`config.mk`:
```
export PLATFORM = sky130hd
export DESIGN_NAME = varredura_matriz_flat
export DESIGN_NICKNAME = d
export VERILOG_FILES = /design/src/rtl/varredura_matriz_pkg.sv /design/src/rtl/varredura_matriz_if.sv /design/src/rtl/varredura_matriz_gerador_tick.sv /design/src/rtl/varredura_matriz.sv /design/src/flat_wrapper.sv
export SDC_FILE = /design/constraint.sdc
export NUM_CORES = 1
export LEC_CHECK = 0
export BUFFER_PORTS_ARGS = -buffer_cell sky130_fd_sc_hd__buf_2
export CELL_PAD_IN_SITES_DETAIL_PLACEMENT = 2
export CELL_PAD_IN_SITES_GLOBAL_PLACEMENT = 2
export CORE_ASPECT_RATIO = 1.25
export CORE_UTILIZATION = 25
export CTS_CLUSTER_DIAMETER = 60
export DETAILED_ROUTE_END_ITERATION = 12
export PLACE_DENSITY_LB_ADDON = 0.1
export SLEW_MARGIN = 15
export SYNTH_ARGS = -nofsm -noshare
export SYNTH_HDL_FRONTEND = slang
export SYNTH_HIERARCHICAL = 1
export SYNTH_SLANG_ARGS = --single-unit
```
`constraint.sdc`:
```
create_clock -name clock_in -period 3.75 [get_ports clock_in]
set_clock_uncertainty 0.2 [all_clocks]
set_input_delay 0.75 -clock clock_in [delete_from_list [all_inputs] [get_ports clock_in]]
set_output_delay 0.75 -clock clock_in [all_outputs]
set_load 0.005 [all_outputs]
```
`src/rtl/varredura_matriz_pkg.sv`:
```
// Shared types and constants for the 5x7 LED matrix scan driver.
//   NUM_COLS / NUM_ROWS : fixed matrix geometry
//   col_idx_t           : 3-bit column index (0..4 in use)
//   row_map_t           : 7-bit row bitmap, bit i = row i
//   next_col()          : column successor, wraps 4 -> 0 and recovers 5..7 to 0
package matriz_pkg;

    localparam int unsigned NUM_COLS = 5;
    localparam int unsigned NUM_ROWS = 7;

    typedef logic [2:0]          col_idx_t;
    typedef logic [NUM_ROWS-1:0] row_map_t;

    localparam col_idx_t MAX_COL = 3'd4;

    // Any index at or beyond the last column goes back to 0, so a corrupted
    // value (5..7) self-heals on the next tick.
    function automatic col_idx_t next_col(input col_idx_t col);
        return (col >= MAX_COL) ? '0 : col + 3'd1;
    endfunction

endpackage

```
`src/rtl/varredura_matriz_if.sv`:
```
// Bundle between the bitmap source and the scan driver.
//   enable         : 1 = matrix driven, 0 = blanked
//   mapa0..mapa4   : row bitmap per column
//   l0..l6         : row lines, 1 = lit
//   c0..c4         : column lines, active-low
//   contador       : current column index
//   tick           : one-cycle column-advance pulse
// master = bitmap source side, slave = scan driver side.
interface varredura_matriz_if;
    import matriz_pkg::*;

    logic     enable;
    row_map_t mapa0, mapa1, mapa2, mapa3, mapa4;
    logic     l0, l1, l2, l3, l4, l5, l6;
    logic     c0, c1, c2, c3, c4;
    col_idx_t contador;
    logic     tick;

    modport master (
        output enable, mapa0, mapa1, mapa2, mapa3, mapa4,
        input  l0, l1, l2, l3, l4, l5, l6, c0, c1, c2, c3, c4, contador, tick
    );

    modport slave (
        input  enable, mapa0, mapa1, mapa2, mapa3, mapa4,
        output l0, l1, l2, l3, l4, l5, l6, c0, c1, c2, c3, c4, contador, tick
    );

endinterface

```
`src/rtl/varredura_matriz_gerador_tick.sv`:
```
// Free-running prescaler producing a one-cycle tick every 2^DIV_BITS clocks.
//   clock_in : system clock
//   reset    : synchronous, active-high; clears the prescaler and masks tick
//   tick     : high while the prescaler holds all-ones and reset is low
module gerador_tick #(
    parameter int unsigned DIV_BITS = 16
) (
    input  logic clock_in,
    input  logic reset,
    output logic tick
);

    logic [DIV_BITS-1:0] prescaler_q;

    always_ff @(posedge clock_in) begin
        if (reset) begin
            prescaler_q <= '0;
        end else begin
            prescaler_q <= prescaler_q + DIV_BITS'(1);
        end
    end

    // Masking with reset makes reset win over a coincident terminal count.
    assign tick = (&prescaler_q) && !reset;

endmodule

```
`src/rtl/varredura_matriz.sv`:
```
// Multiplexed scan driver for a 5-column x 7-row LED matrix.
//   clock_in : system clock, all state on rising edge
//   reset    : synchronous, active-high
//   bus      : slave side of varredura_matriz_if (enable, bitmaps in;
//              row/column lines, column index and tick out)
// The column index advances on each prescaler tick; rows show the bitmap of
// the active column. Decode is combinational so bitmap/enable changes show
// in the same cycle.
module varredura_matriz
    import matriz_pkg::*;
#(
    parameter int unsigned DIV_BITS = 16
) (
    input  logic                clock_in,
    input  logic                reset,
    varredura_matriz_if.slave   bus
);

    logic                tick;
    col_idx_t            contador_q;
    logic [NUM_COLS-1:0] col_n;
    row_map_t            rows;

    gerador_tick #(
        .DIV_BITS (DIV_BITS)
    ) u_gerador_tick (
        .clock_in (clock_in),
        .reset    (reset),
        .tick     (tick)
    );

    always_ff @(posedge clock_in) begin
        if (reset) begin
            contador_q <= '0;
        end else if (tick) begin
            contador_q <= next_col(contador_q);
        end
    end

    // Blanked by default; unreachable indices 5..7 also leave the matrix dark.
    always_comb begin
        col_n = '1;
        rows  = '0;
        if (bus.enable) begin
            unique case (contador_q)
                3'd0: begin col_n[0] = 1'b0; rows = bus.mapa0; end
                3'd1: begin col_n[1] = 1'b0; rows = bus.mapa1; end
                3'd2: begin col_n[2] = 1'b0; rows = bus.mapa2; end
                3'd3: begin col_n[3] = 1'b0; rows = bus.mapa3; end
                3'd4: begin col_n[4] = 1'b0; rows = bus.mapa4; end
                default: begin
                    col_n = '1;
                    rows  = '0;
                end
            endcase
        end
    end

    assign bus.c0 = col_n[0];
    assign bus.c1 = col_n[1];
    assign bus.c2 = col_n[2];
    assign bus.c3 = col_n[3];
    assign bus.c4 = col_n[4];

    assign bus.l0 = rows[0];
    assign bus.l1 = rows[1];
    assign bus.l2 = rows[2];
    assign bus.l3 = rows[3];
    assign bus.l4 = rows[4];
    assign bus.l5 = rows[5];
    assign bus.l6 = rows[6];

    assign bus.contador = contador_q;
    assign bus.tick     = tick;

endmodule

```
`src/flat_wrapper.sv`:
```
// flat-port wrapper written by rule: the top's interface ports become plain ports
module varredura_matriz_flat import matriz_pkg::*;
#(
    parameter int unsigned DIV_BITS = 16
)
  (clock_in, reset, bus_enable, bus_mapa0, bus_mapa1, bus_mapa2, bus_mapa3, bus_mapa4, bus_l0, bus_l1, bus_l2, bus_l3, bus_l4, bus_l5, bus_l6, bus_c0, bus_c1, bus_c2, bus_c3, bus_c4, bus_contador, bus_tick);
  varredura_matriz_if bus_i ();
  input  logic clock_in;
  input  logic reset;
  input wire logic [$bits(bus_i.enable)-1:0] bus_enable;
  input wire logic [$bits(bus_i.mapa0)-1:0] bus_mapa0;
  input wire logic [$bits(bus_i.mapa1)-1:0] bus_mapa1;
  input wire logic [$bits(bus_i.mapa2)-1:0] bus_mapa2;
  input wire logic [$bits(bus_i.mapa3)-1:0] bus_mapa3;
  input wire logic [$bits(bus_i.mapa4)-1:0] bus_mapa4;
  output wire logic [$bits(bus_i.l0)-1:0] bus_l0;
  output wire logic [$bits(bus_i.l1)-1:0] bus_l1;
  output wire logic [$bits(bus_i.l2)-1:0] bus_l2;
  output wire logic [$bits(bus_i.l3)-1:0] bus_l3;
  output wire logic [$bits(bus_i.l4)-1:0] bus_l4;
  output wire logic [$bits(bus_i.l5)-1:0] bus_l5;
  output wire logic [$bits(bus_i.l6)-1:0] bus_l6;
  output wire logic [$bits(bus_i.c0)-1:0] bus_c0;
  output wire logic [$bits(bus_i.c1)-1:0] bus_c1;
  output wire logic [$bits(bus_i.c2)-1:0] bus_c2;
  output wire logic [$bits(bus_i.c3)-1:0] bus_c3;
  output wire logic [$bits(bus_i.c4)-1:0] bus_c4;
  output wire logic [$bits(bus_i.contador)-1:0] bus_contador;
  output wire logic [$bits(bus_i.tick)-1:0] bus_tick;
  assign bus_i.enable = bus_enable;
  assign bus_i.mapa0 = bus_mapa0;
  assign bus_i.mapa1 = bus_mapa1;
  assign bus_i.mapa2 = bus_mapa2;
  assign bus_i.mapa3 = bus_mapa3;
  assign bus_i.mapa4 = bus_mapa4;
  assign bus_l0 = bus_i.l0;
  assign bus_l1 = bus_i.l1;
  assign bus_l2 = bus_i.l2;
  assign bus_l3 = bus_i.l3;
  assign bus_l4 = bus_i.l4;
  assign bus_l5 = bus_i.l5;
  assign bus_l6 = bus_i.l6;
  assign bus_c0 = bus_i.c0;
  assign bus_c1 = bus_i.c1;
  assign bus_c2 = bus_i.c2;
  assign bus_c3 = bus_i.c3;
  assign bus_c4 = bus_i.c4;
  assign bus_contador = bus_i.contador;
  assign bus_tick = bus_i.tick;
  varredura_matriz #(.DIV_BITS(DIV_BITS)) u_core (.clock_in(clock_in), .reset(reset), .bus(bus_i));
endmodule
```
# Word-level counts from Yosys, hierarchy flattened
# Cells that the tools add are included.
op_classes:
  n_eq_ne: 4
  order_cmp: 1
  reduce_logical: 4
  muxes: 9
  add_sub_neg: 2
op_table:
  columns: ["operator", "n"]
  rows:
  - ["7-bit one-hot mux with 5 select lines", 1]
  - ["16-bit by 1-bit adder with 16-bit output, second input constant", 1]
  - ["16-bit AND reduction", 1]
  - ["7-bit two-way mux", 1]
  - ["3-bit by 2-bit equality test with 1-bit output, second input constant", 2]
  - ["1-bit two-way mux", 5]
  - ["5-bit two-way mux", 1]
  - ["3-bit by 1-bit adder with 3-bit output, second input constant", 1]
  - ["3-bit by 1-bit equality test with 1-bit output, second input constant", 1]
  - ["3-bit equality test, second input constant", 1]
  - ["3-bit greater-or-equal comparator, second input constant", 1]
  - ["3-bit logical NOT", 1]
  - ["3-bit two-way mux", 1]
  - ["1-bit logical AND", 1]
  - ["1-bit logical NOT", 1]
totals:
  word_cells: 22
  register_bits: 19
  output_inout_bits: 16

# Longest topological paths before layout
logic_depth:
  word_depth: 3
  mapped_depth: 7

# Cells and area by module
# Netlist, hierarchy kept.
by_module_without_submodules:
  columns: ["mod", "area_per_inst_um2", "cells_per_inst", "n_inst"]
  rows:
  - ["gerador_tick", 777.0, 84, 1]
  - ["varredura_matriz", 505.5, 69, 1]

# Worst setup path before layout
# OpenSTA, ideal clock, no wires.
synth_path:
  path_type: "reg-to-output"
  startpoint: "reg u_core.contador_q[0] (netlist: u_core/bus.contador[0])"
  endpoint: "out bus_l0"
  path_stages_with_launch: 7
  slack_ns: 1.297
  arrival_ns: 1.503
  required_time_ns: 2.800
  path_cell_list: "dfxtp_1 inv_1 ha_1 buf_6 or4_4 nand3_4 a21oi_1"
synth_via:
  elab_chain_cells: 3
synth_rtl:
  columns: ["item", "line", "rtl"]
  rows:
  - ["from (decl)", "varredura_matriz.sv:20", "col_idx_t contador_q;"]
  - ["from (signal assigned)", "varredura_matriz.sv:36", "contador_q <= next_col(contador_q);"]
  - ["3-bit equality test, or another cell as far along", "varredura_matriz.sv:45", "unique case (contador_q)"]
  - ["7-bit one-hot mux with 5 select lines *", "varredura_matriz.sv:45", null]
  - ["7-bit two-way mux *", "varredura_matriz.sv:44", "if (bus.enable) begin"]
  - ["to (decl)", "flat_wrapper.sv:16", "output wire logic [$bits(bus_i.l0)-1:0] bus_l0;"]
# Every way passes the cells marked *; elsewhere a longest branch is shown, timed or not.

# Worst setup path after layout
layout_path:
  startpoint: "reg u_core.contador_q[0] (netlist: u_core/bus.contador[0])"
  endpoint: "out bus_l5"
layout_via:
  elab_chain_cells: 3
layout_rtl:
  columns: ["item", "line", "rtl"]
  rows:
  - ["3-bit equality test, or another cell as far along", "varredura_matriz.sv:45", null]
  - ["7-bit one-hot mux with 5 select lines *", "varredura_matriz.sv:45", null]
  - ["7-bit two-way mux *", "varredura_matriz.sv:44", null]
  - ["to (decl)", "flat_wrapper.sv:21", "output wire logic [$bits(bus_i.l5)-1:0] bus_l5;"]
# Marked as above.

==> flow_summary.ini <==
[synth]
synth_seq_cells = 19
ys_seq_area_frac = 0.297
synth_cell_types = 37
synth_edf_count = 0
synthTopCellsByArea = dfxtp_1 (30%), a22oi_1 (8.8%), a21oi_1 (5.1%)
synthDominantCellAreaShare = 0.297
yosys.area.top_type = dfxtp_1
synth_area_sq_um = 1280
netlist_instances = 153
synth.avg_cell_area_sq_um = 8.38
async_flop_share = 0
yosys_warnings = 6
synth_nets = 196
synth_top_flop_cell = dfxtp_1

[power]
leakage_nw = 0.674
vdd_ir_drop_max_uv = 183
p_per_area_nw_per_um2 = 249
power_mw = 0.396

[clock_network]
cts-resized-gates = 0
cts_tree = built
clockBufferDepth = 2
cts_made_buffers = 3
clk_pin_slew_ps = 70
cts.sinks = 19
root_buffer = clkbuf_8
ctsHoldBuffers = 0
htreeDepth = 1
clk_latency_ps = 250
cts_setup_buffers = 0

[global_routing]
track_usage = 0.158
grt_pass1_vias = 1474
grt_start_max_net_pins = 24
grt_overflow_total = 0
grt_antenna_before_repair = 0
grt_pass1_wl_microns = 6760

[sta]
tightest_slew_ps = 662
period_share = 0.829
rsz0062_at_grt = false
fin_tns_setup_ps = 0
slew_violations = 0
timing.final.hold_violations = 0
max_freq_mhz = 322
fin_crit_ps = 3110
setup_violations = 0
maxSlewHeadroom = 0.558

[critical_path]
cp_max_fo = 18
path_cells = inv_1 > ha_1 > or4_4 > nand3_4 > a21oi_1 > buf_2
required_ps = 2800
crit_type = reg -> out
max_stage_delay_ps = 630
arrival_ps = 2160
crit_path_end_kind = primary output
critical_path.startpoint_type = register
crit_path_top_delay_cell = or4_4

[cells_and_area]
num-nets-final = 244
layout_common_cells = buf_2 (53), dfxtp_1 (19), a22oi_1 (15), a21oi_1 (13)
antenna_cells = 0
final_common_cell = buf_2
area_delta_synth_final_pct = 24.2
layout-drive-gt1-share = 0.340

[detailed_routing]
drtIter0Drc = 31
wl_per_cell_microns = 15.5
routed-via-count = 1376
ant_nets = 0
drc = 0
routed_via_density = 5.29
routed_wl_microns = 4030
dr.pass1.iters = 4

[place]
place.gp.congestion = 0.719
dp_hpwl_microns = 3120
io_buffers = 53

[flow_run]
drv_cap = 0

[die]
dieArea_sq_um = 5420
fp.dieW_microns = 66.1
start_util = 0.265
fp.dieH_microns = 82.1
io_pins = 54
core_sq_um = 4830
num_rows = 28

[min_path]
worstHoldPathType = reg -> reg

[status]
status = finished clean
metal layers:
metal	vias up	global-route usage	share of wire
met5	-	0	0
met4	0	0.0447	0.0057
met3	2	0.0222	0.068
met2	41	0.306	0.52
met1	671	0.176	0.40
li1	662	-	-
cells in the mapped netlist (2+ instances only):
| cell type | n |
|---|---|
| inv_1 | 5 |
| a21o_1 | 7 |
| o21ai_0 | 4 |
| a22oi_1 | 15 |
| a21oi_2 | 2 |
| ha_1 | 5 |
| a21oi_1 | 13 |
| nor4_1 | 2 |
| xnor2_1 | 2 |
| or3_2 | 2 |
| o31ai_1 | 2 |
| nand2_1 | 7 |
| nor2b_1 | 8 |
| or4_1 | 2 |
| or3_1 | 2 |
| buf_6 | 4 |
| buf_2 | 2 |
| nor2_1 | 12 |
| nand4_1 | 6 |
| nand3_1 | 12 |
| mux2_2 | 4 |
| and4_1 | 2 |
| dfxtp_1 | 19 |
logic make-up after synthesis:
| kind of cell | synth area share |
|---|---|
| adder cells (fa/ha/maj) | 0.0488 |
| buffers and inverters | 0.0732 |
| AND/OR/NAND/NOR | 0.291 |
| XOR/XNOR | 0.0205 |
| AO/OA/AOI/OAI | 0.227 |
| flip-flops | 0.297 |
| multiplexers | 0.0429 |
state kept, by name, summed over array words and instances, names as in the netlist:
register	count
u_core/bus.contador	3
u_core/u_gerador_tick/prescaler_q	16
layout make-up:
type	instances	area (sq um)
Timing Repair Buffer	53	265
Inverter	5	18.8
Clock buffer	4	45.0
Sequential cell	19	380
Tap cell	60	75.1
Fill cell	586	3240
Multi-Input combinational cell	119	808
path summary, 6_finish.rpt:
| check | start | to | slack [ps] | cells past startpoint |
|---|---|---|---|---|
| setup / recovery | u_core/bus.contador[0] | bus_l5 | 640 | 6 |
| hold reg to reg | u_core/u_gerador_tick/prescaler_q[0] | u_core/u_gerador_tick/prescaler_q[0] | 290 | 1 |
| setup reg to reg | u_core/u_gerador_tick/prescaler_q[0] | u_core/bus.contador[2] | 1750 | 7 |
| hold / removal | u_core/u_gerador_tick/prescaler_q[0] | u_core/u_gerador_tick/prescaler_q[0] | 290 | 1 |
metrics by stage:
step                utilization  instance area (sq um)  hold slack (ps)  std cells  setup WS, ps
floorplan                     -                   1280              260        153          1300
global placement          0.320                   1550              278        256          1010
detailed placement        0.320                   1550              282        256           901
CTS                       0.329                   1590              297        260           608
global route              0.329                   1590              330        260           468
finish                    0.329                   1590              291        260           642
critical path: cells and delay by family, from the launching register on:
family	cells	cell delay, ps
compound gates	1	60
simple gates	2	780
flops	1	390
buf+inv	2	240
fa+ha+maj	1	430
where the power goes:
group | switching, mW | internal [mW] | total [mW]
clock network | 0.0663 | 0.0754 | 0.142
logic | 0.0205 | 0.0252 | 0.0457
registers | 0.00422 | 0.204 | 0.209
(Power assumes the default switching activity.)
